===== src/rtl/mem_system_ctrl_pkg.sv =====
// Shared definitions for the two-way cache miss-handling controller.
// Holds the controller state encoding, the CPU address field layout and the
// default line size / memory latency used by the controller and its bench.
package mem_system_ctrl_pkg;

  // Address layout: tag=[15:11], index=[10:3], offset=[2:0]
  localparam int TAG_W   = 5;
  localparam int IDX_W   = 8;
  localparam int OFF_W   = 3;
  localparam int TAG_LSB = IDX_W + OFF_W;
  localparam int IDX_LSB = OFF_W;

  // Words per cache line and backing memory read latency
  localparam int WORDS_DEF   = 4;
  localparam int MEM_LAT_DEF = 2;

  typedef enum logic [1:0] {
    IDLE,
    WB,
    FILL,
    RETRY
  } state_t;

endpackage


===== src/rtl/mem_system_ctrl_victim_select.sv =====
// Replacement decision for the two cache ways.
// Owns the round-robin victim flop, which flips on every accepted legal CPU
// request, and picks the way to evict: an invalid way is always preferred,
// otherwise the flop decides.
// Ports:
//   clk, rst   - clock and synchronous active-high reset
//   advance    - a legal request was accepted this cycle; flip the flop
//   way_valid  - valid bits of the indexed line in each way (bit0 = way0)
//   chosen     - way to use as the victim if this access misses
module mem_system_ctrl_victim_select (
  input  logic       clk,
  input  logic       rst,
  input  logic       advance,
  input  logic [1:0] way_valid,
  output logic       chosen
);

  logic victim;

  always_ff @(posedge clk) begin
    if (rst) begin
      victim <= 1'b0;
    end else if (advance) begin
      victim <= ~victim;
    end
  end

  // Filling an empty way never costs a writeback, so empty ways win.
  always_comb begin
    if (!way_valid[0]) begin
      chosen = 1'b0;
    end else if (!way_valid[1]) begin
      chosen = 1'b1;
    end else begin
      chosen = victim;
    end
  end

endmodule


===== src/rtl/mem_system_ctrl.sv =====
// Miss-handling controller for two direct-mapped cache ways in front of a
// banked, pipelined backing memory. Hits complete in the request cycle; a miss
// picks a victim way, writes it back if dirty, refills the line from memory
// and then replays the original access.
// Ports:
//   clk, rst                      - clock, synchronous active-high reset
//   addr, data_in, rd, wr         - CPU request (held while stall is high)
//   data_out, done, stall         - CPU response / busy indication
//   cache_hit, err                - hit without miss handling / error flag
//   way_en, way_write, c_*        - shared command bus to both cache ways
//   way_hit/dirty/valid/err/tag/data - per-way status returned by the ways
//   mem_addr, mem_wdata, mem_rd, mem_wr - backing memory request
//   mem_data_out, mem_stall, mem_err    - backing memory response
module mem_system_ctrl
  import mem_system_ctrl_pkg::*;
#(
  parameter int MEM_LAT = MEM_LAT_DEF,
  parameter int WORDS   = WORDS_DEF
) (
  input  logic        clk,
  input  logic        rst,
  input  logic [15:0] addr,
  input  logic [15:0] data_in,
  input  logic        rd,
  input  logic        wr,
  output logic [15:0] data_out,
  output logic        done,
  output logic        stall,
  output logic        cache_hit,
  output logic        err,
  output logic [1:0]  way_en,
  output logic [1:0]  way_write,
  output logic        c_comp,
  output logic [4:0]  c_tag,
  output logic [7:0]  c_index,
  output logic [2:0]  c_offset,
  output logic [15:0] c_data,
  output logic        c_valid_in,
  input  logic [1:0]  way_hit,
  input  logic [1:0]  way_dirty,
  input  logic [1:0]  way_valid,
  input  logic [1:0]  way_err,
  input  logic [9:0]  way_tag,
  input  logic [31:0] way_data,
  output logic [15:0] mem_addr,
  output logic [15:0] mem_wdata,
  output logic        mem_rd,
  output logic        mem_wr,
  input  logic [15:0] mem_data_out,
  input  logic        mem_stall,
  input  logic        mem_err
);

  localparam int CNT_W = $clog2(WORDS);
  localparam logic [CNT_W-1:0] LAST_WORD = CNT_W'(WORDS - 1);
  localparam logic [CNT_W:0]   NUM_WORDS = (CNT_W + 1)'(WORDS);

  state_t state, next_state;

  logic [TAG_W-1:0] req_tag;
  logic [IDX_W-1:0] req_index;
  logic [OFF_W-1:0] req_offset;

  logic [CNT_W-1:0]   wb_cnt;
  logic [CNT_W:0]     iss_cnt;
  logic [CNT_W-1:0]   ret_cnt;
  logic [MEM_LAT-1:0] ret_sr;
  logic               victim_way;
  logic [TAG_W-1:0]   victim_tag;

  logic illegal_req;
  logic legal_req;
  logic any_hit;
  logic chosen_way;
  logic chosen_dirty;
  logic issuing;
  logic issue_go;
  logic ret_valid;

  assign req_tag    = addr[TAG_LSB +: TAG_W];
  assign req_index  = addr[IDX_LSB +: IDX_W];
  assign req_offset = addr[OFF_W-1:0];

  // Odd byte offsets are illegal for a 16-bit word access.
  assign illegal_req  = (rd & wr) | ((rd | wr) & addr[0]);
  assign legal_req    = (rd ^ wr) & ~addr[0];
  assign any_hit      = |(way_hit & way_valid);
  assign chosen_dirty = way_valid[chosen_way] & way_dirty[chosen_way];

  assign issuing   = (state == FILL) && (iss_cnt < NUM_WORDS);
  assign issue_go  = issuing & ~mem_stall;
  assign ret_valid = ret_sr[MEM_LAT-1];

  mem_system_ctrl_victim_select u_victim_select (
    .clk       (clk),
    .rst       (rst),
    .advance   ((state == IDLE) & legal_req),
    .way_valid (way_valid),
    .chosen    (chosen_way)
  );

  always_ff @(posedge clk) begin
    if (rst) begin
      state <= IDLE;
    end else begin
      state <= next_state;
    end
  end

  // Word counters, the victim captured at miss time, and the return-tracking
  // shift register. The victim tag is captured from the compare access so the
  // writeback addresses do not depend on the way's tag output during WB.
  always_ff @(posedge clk) begin
    if (rst) begin
      wb_cnt     <= '0;
      iss_cnt    <= '0;
      ret_cnt    <= '0;
      ret_sr     <= '0;
      victim_way <= 1'b0;
      victim_tag <= '0;
    end else begin
      ret_sr[0] <= issue_go;
      for (int i = 1; i < MEM_LAT; i++) begin
        ret_sr[i] <= ret_sr[i-1];
      end
      case (state)
        IDLE: begin
          wb_cnt  <= '0;
          iss_cnt <= '0;
          ret_cnt <= '0;
          if (legal_req && !any_hit) begin
            victim_way <= chosen_way;
            victim_tag <= chosen_way ? way_tag[2*TAG_W-1:TAG_W] : way_tag[TAG_W-1:0];
          end
        end
        WB: begin
          if (!mem_stall) begin
            wb_cnt <= wb_cnt + 1'b1;
          end
        end
        FILL: begin
          if (issue_go) begin
            iss_cnt <= iss_cnt + 1'b1;
          end
          if (ret_valid) begin
            ret_cnt <= ret_cnt + 1'b1;
          end
        end
        default: ;
      endcase
    end
  end

  // Next state and every output. Outputs are forced low while reset is
  // applied so nothing reaches the ways or memory in that cycle, including
  // data still returning from reads issued before the reset.
  always_comb begin
    next_state = state;
    data_out   = '0;
    done       = 1'b0;
    stall      = 1'b0;
    cache_hit  = 1'b0;
    err        = 1'b0;
    way_en     = '0;
    way_write  = '0;
    c_comp     = 1'b0;
    c_tag      = '0;
    c_index    = '0;
    c_offset   = '0;
    c_data     = '0;
    c_valid_in = 1'b0;
    mem_addr   = '0;
    mem_wdata  = '0;
    mem_rd     = 1'b0;
    mem_wr     = 1'b0;

    if (!rst) begin
      stall = (state != IDLE);
      err   = (|way_err) | mem_err;

      case (state)
        IDLE: begin
          if (illegal_req) begin
            err  = 1'b1;
            done = 1'b1;
          end else if (rd || wr) begin
            way_en    = 2'b11;
            way_write = {wr, wr};
            c_comp    = 1'b1;
            c_tag     = req_tag;
            c_index   = req_index;
            c_offset  = req_offset;
            c_data    = data_in;
            data_out  = (way_hit[1] & way_valid[1]) ? way_data[31:16] : way_data[15:0];
            if (any_hit) begin
              done      = 1'b1;
              cache_hit = 1'b1;
            end else begin
              next_state = chosen_dirty ? WB : FILL;
            end
          end
        end

        WB: begin
          way_en[victim_way] = 1'b1;
          c_index   = req_index;
          c_offset  = {wb_cnt, 1'b0};
          mem_wr    = 1'b1;
          mem_addr  = {victim_tag, req_index, wb_cnt, 1'b0};
          mem_wdata = victim_way ? way_data[31:16] : way_data[15:0];
          if (!mem_stall && wb_cnt == LAST_WORD) begin
            next_state = FILL;
          end
        end

        FILL: begin
          if (issuing) begin
            mem_rd   = 1'b1;
            mem_addr = {req_tag, req_index, iss_cnt[CNT_W-1:0], 1'b0};
          end
          if (ret_valid) begin
            way_en[victim_way]    = 1'b1;
            way_write[victim_way] = 1'b1;
            c_valid_in = 1'b1;
            c_tag      = req_tag;
            c_index    = req_index;
            c_offset   = {ret_cnt, 1'b0};
            c_data     = mem_data_out;
            if (ret_cnt == LAST_WORD) begin
              next_state = RETRY;
            end
          end
        end

        RETRY: begin
          way_en     = 2'b11;
          way_write  = {wr, wr};
          c_comp     = 1'b1;
          c_tag      = req_tag;
          c_index    = req_index;
          c_offset   = req_offset;
          c_data     = data_in;
          data_out   = (way_hit[1] & way_valid[1]) ? way_data[31:16] : way_data[15:0];
          done       = 1'b1;
          next_state = IDLE;
        end

        default: next_state = IDLE;
      endcase
    end
  end

endmodule


===== config.mk =====
export PLATFORM = sky130hd
export DESIGN_NAME = mem_system_ctrl
export DESIGN_NICKNAME = d
export VERILOG_FILES = /design/src/rtl/mem_system_ctrl_pkg.sv /design/src/rtl/mem_system_ctrl_victim_select.sv /design/src/rtl/mem_system_ctrl.sv
export SDC_FILE = /design/constraint.sdc
export NUM_CORES = 1
export LEC_CHECK = 0
export BUFFER_PORTS_ARGS = -buffer_cell sky130_fd_sc_hd__buf_2
export CAP_MARGIN = 20
export CELL_PAD_IN_SITES_DETAIL_PLACEMENT = 1
export CELL_PAD_IN_SITES_GLOBAL_PLACEMENT = 1
export CORE_MARGIN = 2
export CORE_UTILIZATION = 26
export CTS_CLUSTER_DIAMETER = 200
export DETAILED_ROUTE_END_ITERATION = 6
export PLACE_DENSITY = 0.94
export SLEW_MARGIN = 10
export SYNTH_ARGS = -nofsm -noshare
export SYNTH_HDL_FRONTEND = slang
export SYNTH_SLANG_ARGS = --single-unit

===== constraint.sdc =====
create_clock -name clk -period 2.9 [get_ports clk]
set_clock_uncertainty 0.05 [all_clocks]
set_input_delay 0.58 -clock clk [delete_from_list [all_inputs] [get_ports clk]]
set_output_delay 0.58 -clock clk [all_outputs]
set_load 0.005 [all_outputs]

==> flow_metrics.py, run 1 <==
metrics = {
    "worst_setup_path": {
        "max_stage_delay_ns": 0.45,
        "critPathRequiredTime_ns": 2.27,
        "cp_top_family": "compound AO/OA/AOI/OAI gates",
        "critPathCaptureType": "output port",
        "cp_max_fo": 17,
        "path_cells": "inv_1, ha_1, a21o_1, nand2_4, a21oi_1, buf_2",
        "crit_path_start_kind": "register",
        "slowest_stage": "ha_1",
        "crit_type": "reg2out",
        "worst_ep_arrival_time_ns": 2.14,
        "cp_num_buf_inv": 2,
    },
    "job": {
        "max_cap_viol_count": 0,
    },
    "grt": {
        "grt_usage": 0.196,
        "grt_pass1_vias": 2953,
        "grt_pass1_wl_microns": 14300,
        "grt_max_degree": 23,
        "overflow": 0,
        "antenna_found_initial": 1,
    },
    "timing": {
        "worstMarginPinSlew_ns": 0.563,
        "hold_violations": 0,
        "max-slew-margin-rel": 0.624,
        "grt_setup_unrepaired": "false",
        "fin_ws_ns": 0.135,
        "finalCriticalPeriod_ns": 2.77,
        "maxSlewViolCount": 0,
        "clock.fmax_mhz": 362,
        "setup_viol": 0,
        "setup-tns-final_ns": 0,
        "period_share": 0.954,
    },
    "cts": {
        "cts_tree": "yes",
        "cts.sinks": 18,
        "clock_latency_ns": 0.25,
        "cts_root_buffer": "clkbuf_8",
        "htree_levels": 1,
        "clk_path_buf_depth": 2,
        "clkTransAtPathRegs_ns": 0.07,
        "ctsHoldBuffers": 0,
        "cts-buffers-inserted": 3,
        "postCtsSetupRepairBufs": 0,
    },
    "synth": {
        "yosysMostFrequentCell": "nor2_1",
        "synth_edf_count": 0,
        "synth_area_leaders": "dfxtp_1 16%, nor2_1 11%, mux2i_1 10%, a22oi_1 9.5%, and2_1 6.8%",
        "yosysUniqueCellTypes": 47,
        "synthFlopType": "dfxtp_1",
        "synth_largest_area_cell": "dfxtp_1",
        "synthCells": 323,
        "mappedNetlistNets": 436,
        "avgSynthCellArea_sq_um": 6.84,
        "seq_area_frac_synth": 0.163,
        "syn_area_sq_mm": 0.00221,
        "synth_commonest_cells": "65 x nor2_1, 37 x nand2_1, 28 x a22oi_1, 26 x a21oi_1, 24 x and2_1",
        "ys_seq_elements": 18,
        "ys_warn_count": 0,
        "ys_async_sr_fraction": 0,
        "synth_top_area_share": 0.163,
    },
    "floorplanning": {
        "rows": 33,
        "coreArea_sq_mm": 0.00822,
        "dieHeight_microns": 96.2,
        "start_util": 0.269,
        "ios": 196,
        "design.die.area_sq_mm": 0.00926,
        "die_w_microns": 96.2,
    },
    "route": {
        "vias": 3075,
        "first_pass_iters": 4,
        "first_iter_violations": 88,
        "detail-route-antenna-nets": 0,
        "drc": 0,
        "wl_per_cell_microns": 16.0,
        "viasPerCell": 4.98,
        "finalWirelength_microns": 9890,
    },
    "finish": {
        "fillers": 1122,
        "multiInputGateArea_sq_mm": 0.00166,
        "fin_nets": 624,
        "finalInstanceArea_sq_mm": 0.00336,
        "post-route-util": 0.409,
        "seq_area_sq_um": 360,
        "syn_to_final_growth_pct": 51.9,
        "drive_gt1_frac": 0.451,
    },
    "worst_hold_path": {
        "hp-class": "reg2reg",
    },
    "place": {
        "place_ws_ns": 0.180,
        "io_buffers": 194,
        "dp_hpwl_microns": 8240,
        "place_area_sq_mm": 0.00329,
        "gp_congestion": 0.794,
    },
    "power_and_ir_drop": {
        "vdd_ir_drop_max_uv": 227,
        "power_density_mw_per_mm2": 398,
        "p_leak_nw": 1.80,
    },
    "status": {
        "status": "completed",
    },
}
[registers in the layout, indices dropped and copies added, names as in the netlist]
name and flops:
u_victim_select.victim 1, ret_cnt 2, victim_tag 5, victim_way 1
ret_sr 2, wb_cnt 2, state 2, iss_cnt 3
[final cells by class]
cell class                 instances  share of cell area
timing repair buffer             210               0.329
sequential                        18               0.107
multi-input combinational        266               0.494
tap                              105              0.0391
clock buffer                       4              0.0164
inverter                          12              0.0134
antenna                            2             0.00149
[timing repair]
action                                  4_1_cts  5_1_grt
gates resized for setup                       1        1
pin swaps                                     0        0
endpoints found under the setup margin        8        8
endpoints found under the hold margin         0        0
[report_power, final]
group          switching (W)  internal (W)
Combinational       0.000463      0.000361
Clock              0.0000915      0.000121
Sequential         0.0000249      0.000276
[routing by layer]
metal	wire, microns	track usage
met1	3970	0.238
met3	819	0.0345
met4	251	0.0536
met5	0	0
met2	4850	0.351
[cells by family (layout without fill, tap and decap cells)]
| kind of cell | Yosys count | after routing | synth area share |
|---|---|---|---|
| adder cells (fa/ha/maj) | 9 | 9 | 0.0509 |
| AO/OA/AOI/OAI | 83 | 83 | 0.269 |
| flip-flops | 18 | 18 | 0.163 |
| multiplexers | 24 | 24 | 0.109 |
| XOR/XNOR | 1 | 1 | 0.00396 |
| AND/OR/NAND/NOR | 148 | 148 | 0.313 |
| buffers and inverters | 39 | 226 | 0.0894 |
| other | 1 | 3 | 0.00170 |
[layout by cell type, fill, tap and decap left out, types with 3 or more instances in the layout]
cell type  count
o21ai_0        7
and2_1        24
buf_4         15
nor3_1         3
a21oi_1       26
buf_2        194
nand2_1       37
clkbuf_8       4
a211oi_1       5
nor2_1        64
ha_1           8
mux2i_1       23
dfxtp_1       18
nand2b_1       3
inv_1         12
a22oi_1       28
[worst paths after layout]
kind / depth (start not counted) / startpoint / endpoint / slack [ns]
setup reg to reg: 7 / state[0] / victim_way / 0.79
hold / removal: 1 / ret_sr[0] / ret_sr[1] / 0.41
setup / recovery: 6 / state[0] / data_out[10] / 0.13
hold reg to reg: 1 / ret_sr[0] / ret_sr[1] / 0.41
[stage by stage]
step / hold slack, ns / power [W] / std cells
global route: 0.425 / 0.00144 / 617
finish: 0.409 / 0.00134 / 617
detailed placement: 0.382 / 0.00113 / 611
floorplan: 0.364 / 0.000791 / 323
global placement: 0.377 / 0.00110 / 611
CTS: 0.406 / 0.00135 / 615
[worst register-to-register path: stages, from the launching register on]
cell and delay (ns):
dfxtp_1 0.35, inv_1 0.19, ha_1 0.45, nand3b_1 0.25, nor3_2 0.15, buf_4 0.20
mux2_2 0.34, nor2_1 0.08
Note: power is estimated with default switching activity, not from simulation.
==> run 2: changes to the inputs <==
--- a/config.mk
+++ b/config.mk
@@ -13,8 +13,9 @@
 export CORE_UTILIZATION = 26
 export CTS_CLUSTER_DIAMETER = 200
 export DETAILED_ROUTE_END_ITERATION = 6
-export PLACE_DENSITY = 0.94
+export PLACE_DENSITY = 0.93
 export SLEW_MARGIN = 10
 export SYNTH_ARGS = -nofsm -noshare
 export SYNTH_HDL_FRONTEND = slang
+export SYNTH_HIERARCHICAL = 1
 export SYNTH_SLANG_ARGS = --single-unit
==> flow_metrics.py, run 2 <==
metrics = {
    "cts": {
        "htree_levels": 1,
        "postCtsSetupRepairBufs": 0,
        "clk_path_buf_depth": 2,
        "clkTransAtPathRegs_ns": 0.07,
        "cts_root_buffer": "clkbuf_8",
        "ctsResizeCount": 0,
        "cts-buffers-inserted": 3,
        "cts_tree": "yes",
        "cts.sinks": 18,
        "ctsHoldBuffers": 0,
        "clock_latency_ns": 0.25,
    },
    "synth": {
        "mappedNetlistNets": 437,
        "yosysMostFrequentCell": "nor2_1",
        "ys_seq_elements": 18,
        "synth_fa_ha_area_frac": 0.0502,
        "synth_area_leaders": "dfxtp_1 16%, nor2_1 11%, mux2i_1 10%, a22oi_1 9.0%, and2_1 6.4%",
        "synthMuxAreaShare": 0.103,
        "syn_area_sq_mm": 0.00224,
        "synth-simple-area-share": 0.318,
        "yosysUniqueCellTypes": 48,
        "synth_compound_area_frac": 0.279,
        "synth_edf_count": 0,
        "synthXorXnorAreaFrac": 0.00390,
        "synthFlopType": "dfxtp_1",
        "synth_top_family_by_area": "simple AND/OR/NAND/NOR gates",
        "seq_area_frac_synth": 0.161,
        "ys_async_sr_fraction": 0,
        "synth_commonest_cells": "65 x nor2_1, 37 x nand2_1, 27 x a22oi_1, 23 x and2_1, 23 x mux2i_1",
        "synth_largest_area_cell": "dfxtp_1",
        "synth_top_area_share": 0.161,
        "ys_warn_count": 6,
        "avgSynthCellArea_sq_um": 6.92,
        "synthCells": 324,
    },
    "grt": {
        "grt_pass1_vias": 3110,
        "grt_pass1_wl_microns": 15700,
        "grt_max_degree": 20,
        "antenna_found_initial": 0,
        "grt_usage": 0.200,
        "overflow": 0,
    },
    "finish": {
        "antennaDiodeCount": 0,
        "post-route-util": 0.406,
        "syn_to_final_growth_pct": 50.3,
        "fin_nets": 622,
        "reg_top3": "victim_tag x5, iss_cnt x3",
        "final_common_cell": "buf_2",
        "largest_reg_flops": 5,
        "fillers": 1131,
        "drive_gt1_frac": 0.469,
        "layout_common_cells": "194 x buf_2, 64 x nor2_1, 37 x nand2_1, 27 x a22oi_1",
        "finalInstanceArea_sq_mm": 0.00337,
        "largest_register": "victim_tag",
    },
    "status": {
        "status": "completed",
    },
    "route": {
        "first_pass_iters": 4,
        "finalWirelength_microns": 9930,
        "drc": 0,
        "first_iter_violations": 69,
        "vias": 3084,
        "detail-route-antenna-nets": 0,
        "viasPerCell": 5.03,
        "wl_per_cell_microns": 16.2,
    },
    "timing": {
        "setup_viol": 0,
        "grt_setup_unrepaired": "false",
        "period_share": 0.948,
        "clock.fmax_mhz": 364,
        "setup-tns-final_ns": 0,
        "max-slew-margin-rel": 0.624,
        "worstMarginPinSlew_ns": 0.563,
        "maxSlewViolCount": 0,
        "hold_violations": 0,
        "finalCriticalPeriod_ns": 2.75,
    },
    "worst_setup_path": {
        "cp_max_fo": 12,
        "critPathCaptureType": "output port",
        "crit_path_start_kind": "register",
        "worst_ep_arrival_time_ns": 2.12,
        "critPathRequiredTime_ns": 2.27,
        "crit_type": "reg2out",
    },
    "place": {
        "io_buffers": 194,
        "place_area_sq_mm": 0.00331,
        "dp_hpwl_microns": 8330,
        "gp_congestion": 0.862,
    },
    "floorplanning": {
        "die_w_microns": 96.9,
        "dieHeight_microns": 96.9,
        "ios": 196,
        "rows": 33,
        "start_util": 0.270,
        "coreArea_sq_mm": 0.00830,
        "design.die.area_sq_mm": 0.00939,
    },
    "worst_hold_path": {
        "hp-class": "reg2reg",
    },
    "job": {
        "max_cap_viol_count": 0,
    },
    "power_and_ir_drop": {
        "vdd_ir_drop_max_uv": 234,
        "p_leak_nw": 1.76,
        "power_density_mw_per_mm2": 485,
        "finalPower_w": 0.00163,
    },
}
-- run 2: changes by cell type in the layout (fill, tap and decap cells not counted), sizes merged, moves of 2 or more --
cell	delta
buf	-2
nor3b	+2
o21ai	-2
o2111ai	+2
diode	-2
-- run 2: path summary, 6_finish.rpt --
path | start | end | slack, ns | cells after the start
worst max register to register | state[0] | victim_way | 0.60 | 7
worst min-delay path | ret_sr[0] | ret_sr[1] | 0.39 | 1
worst max-delay path | state[0] | c_index[6] | 0.15 | 8
worst min register to register | ret_sr[0] | ret_sr[1] | 0.39 | 1
-- run 2: kinds of logic (layout without fill, tap and decap cells) --
| logic type | after synthesis | after routing |
|---|---|---|
| and+or+nand+nor | 149 | 149 |
| AOI/OAI and AO/OA | 83 | 83 |
| buffers and inverters | 40 | 224 |
| muxes | 23 | 23 |
| DFF | 18 | 18 |
| adders and majority gates | 9 | 9 |
| other | 1 | 1 |
| xor gates and xnor gates | 1 | 1 |
-- run 2: power by group --
| part | internal (W) | leakage (nW) | switching, W |
|---|---|---|---|
| clock | 0.000121 | 0.0288 | 0.0000870 |
| sequential | 0.000279 | 0.146 | 0.0000271 |
| combinational | 0.000471 | 1.59 | 0.000649 |
-- run 2: final cells by class --
cell class / count / area, sq um / area share
inverters: 12 / 45.0 / 0.0134
clock buffers: 4 / 55.1 / 0.0163
multi-input cells: 266 / 1700 / 0.505
flip-flops and latches: 18 / 360 / 0.107
repair buffers: 208 / 1080 / 0.319
well taps: 105 / 131 / 0.0390
-- run 2: routing by layer --
layer	part of all wire	routed length, microns	up-vias	GRT usage
met5	0	0	-	0
met4	0.0091	90	0	0.0271
li1	-	-	1481	-
met1	0.40	4000	1461	0.234
met2	0.52	5210	134	0.380
met3	0.063	626	8	0.0434
-- run 2: metrics by stage --
| step | cells | hold WS [ns] | worst slack, ns |
|---|---|---|---|
| floorplan | 324 | 0.364 | 0.538 |
| global placement | 609 | 0.379 | 0.262 |
| detailed placement | 609 | 0.381 | 0.206 |
| CTS | 613 | 0.398 | 0.0130 |
| global route | 613 | 0.420 | 0.0175 |
| finish | 613 | 0.391 | 0.151 |
-- run 2: critical path: stages (launching register included) --
cell and delay (ns):
dfxtp_1 0.37, inv_1 0.15, ha_2 0.26, buf_4 0.19
o31a_1 0.14, or2_4 0.27, a31oi_4 0.21, and2_1 0.16
buf_2 0.11
==> run 3: changes to the inputs <==
--- a/config.mk
+++ b/config.mk
@@ -9,6 +9,7 @@
 export CAP_MARGIN = 20
 export CELL_PAD_IN_SITES_DETAIL_PLACEMENT = 1
 export CELL_PAD_IN_SITES_GLOBAL_PLACEMENT = 1
+export CORE_ASPECT_RATIO = 1.1
 export CORE_MARGIN = 2
 export CORE_UTILIZATION = 26
 export CTS_CLUSTER_DIAMETER = 200
==> flow_metrics.py, run 3 (same netlist as run 2, synthesis figures left out) <==
metrics = {
    "finish": {
        "antennaDiodeCount": 0,
        "drive_gt1_frac": 0.467,
        "fillers": 1097,
        "largest_reg_flops": 5,
        "syn_to_final_growth_pct": 50.6,
        "largest_register": "victim_tag",
        "layout_common_cells": "194 x buf_2, 64 x nor2_1, 37 x nand2_1, 27 x a22oi_1",
        "fin_nets": 621,
        "reg_top3": "victim_tag x5, iss_cnt x3",
        "final_common_cell": "buf_2",
    },
    "status": {
        "status": "completed",
    },
    "cts": {
        "cts_root_buffer": "clkbuf_8",
        "ctsHoldBuffers": 0,
        "cts-buffers-inserted": 3,
        "cts_tree": "yes",
        "cts.sinks": 18,
        "ctsResizeCount": 0,
        "clkTransAtPathRegs_ns": 0.08,
        "clock_latency_ns": 0.26,
        "clk_path_buf_depth": 2,
        "htree_levels": 1,
        "postCtsSetupRepairBufs": 0,
    },
    "place": {
        "gp_congestion": 0.838,
        "dp_hpwl_microns": 7920,
        "place_ws_ns": 0.181,
        "io_buffers": 194,
    },
    "route": {
        "detail-route-antenna-nets": 0,
        "drt-met1-wl_microns": 3910,
        "drc": 0,
        "vias": 3053,
        "first_iter_violations": 104,
        "wl_per_cell_microns": 15.7,
        "viasPerCell": 4.94,
        "wl_met2_microns": 4960,
        "finalWirelength_microns": 9680,
        "first_pass_iters": 4,
        "wl_met3_microns": 643,
        "top_layer_used": "met4",
    },
    "timing": {
        "worstMarginPinSlew_ns": 0.574,
        "max-slew-margin-rel": 0.617,
        "maxSlewViolCount": 0,
        "setup_viol": 0,
        "period_share": 0.931,
        "finalCriticalPeriod_ns": 2.70,
        "grt_setup_unrepaired": "false",
        "clock.fmax_mhz": 370,
        "fin_ws_ns": 0.199,
        "hold_violations": 0,
        "setup-tns-final_ns": 0,
    },
    "grt": {
        "grt_usage": 0.194,
        "grt_pass1_wl_microns": 15100,
        "grt_pass1_vias": 3173,
        "overflow": 0,
        "antenna_found_initial": 0,
        "grt_max_degree": 21,
    },
    "power_and_ir_drop": {
        "pwr-share-clk": 0.132,
        "combPwrFrac": 0.678,
        "switching_share": 0.466,
        "p_int_w": 0.000863,
        "seqPwrFrac": 0.190,
        "vdd_ir_drop_max_uv": 246,
        "power_density_mw_per_mm2": 478,
        "p_leak_nw": 1.76,
        "p_switching_w": 0.000752,
    },
    "worst_setup_path": {
        "worst_ep_arrival_time_ns": 2.07,
        "reg2reg_from": "state[0]",
        "critPathRequiredTime_ns": 2.27,
        "reg2reg_to": "victim_way",
        "reg2reg_depth": 7,
        "critPathCaptureType": "output port",
        "crit_path_start_kind": "input pin",
        "cp_max_fo": 17,
        "crit_type": "in2out",
        "rrSetupSlack_ns": 0.61,
    },
    "worst_hold_path": {
        "hp-class": "reg2reg",
        "hold_path.startpoint": "ret_sr[0]",
        "min_path_cells": 1,
        "holdPathEnd": "ret_sr[1]",
    },
    "floorplanning": {
        "coreArea_sq_mm": 0.00836,
        "die_w_microns": 92.6,
        "design.die.area_sq_mm": 0.00939,
        "rows": 35,
        "start_util": 0.268,
        "dieHeight_microns": 101,
        "ios": 196,
    },
    "job": {
        "max_cap_viol_count": 0,
    },
}
run 3: layout make-up:
class / instances / area, sq um / share of cell area
Clock buffer: 4 / 55.1 / 0.0163
Multi-Input combinational cell: 266 / 1700 / 0.503
Inverter: 12 / 45.0 / 0.0133
Sequential cell: 18 / 360 / 0.107
Tap cell: 111 / 139 / 0.0411
Timing Repair Buffer: 207 / 1080 / 0.320
run 3: how the worst max path moves through the flow:
| stage | start | to | slack, ns | cells after the start |
|---|---|---|---|---|
| floorplan | rd | c_index[0] | 0.54 | 6 |
| global placement | wr | c_index[2] | 0.26 | 8 |
| detailed placement | wr | data_out[5] | 0.18 | 8 |
| CTS | state[0] | data_out[5] | 0.12 | 6 |
| global route | state[0] | way_en[0] | 0.04 | 7 |
| finish | wr | data_out[5] | 0.20 | 8 |
run 3: metrics by stage:
stage | cells | power [W] | utilization | cell area [sq um] | hold WS, ns
6_report | 618 | 0.00162 | 0.404 | 3380 | 0.406
5_1_grt | 618 | 0.00176 | 0.404 | 3380 | 0.428
4_1_cts | 618 | 0.00161 | 0.403 | 3370 | 0.407
3_5_place_dp | 614 | 0.00140 | 0.397 | 3320 | 0.393
3_3_place_gp | 614 | 0.00135 | 0.397 | 3320 | 0.374
2_1_floorplan | 324 | 0.000986 | - | 2240 | 0.364
run 3: routing by layer:
metal | up-vias | GRT usage
met2 | 128 | 0.363
met5 | - | 0
met1 | 1437 | 0.231
li1 | 1474 | -
met4 | 0 | 0.0448
met3 | 14 | 0.0327
run 3: worst max-delay path, cell delays in order:
cell	delay, ns
buf_2	0.11
inv_1	0.05
ha_1	0.23
nor3_2	0.25
a21o_1	0.18
nand2_2	0.27
a21oi_1	0.24
buf_2	0.16
run 3: power groups by stage:
stage / combinational, W / clock (W) / sequential, W
detailed placement: 0.00109 / 0 / 0.000313
global route: 0.00122 / 0.000230 / 0.000313
global placement: 0.00104 / 0 / 0.000309
CTS: 0.00109 / 0.000216 / 0.000307
floorplan: 0.000683 / 0 / 0.000303
finish: 0.00110 / 0.000213 / 0.000308
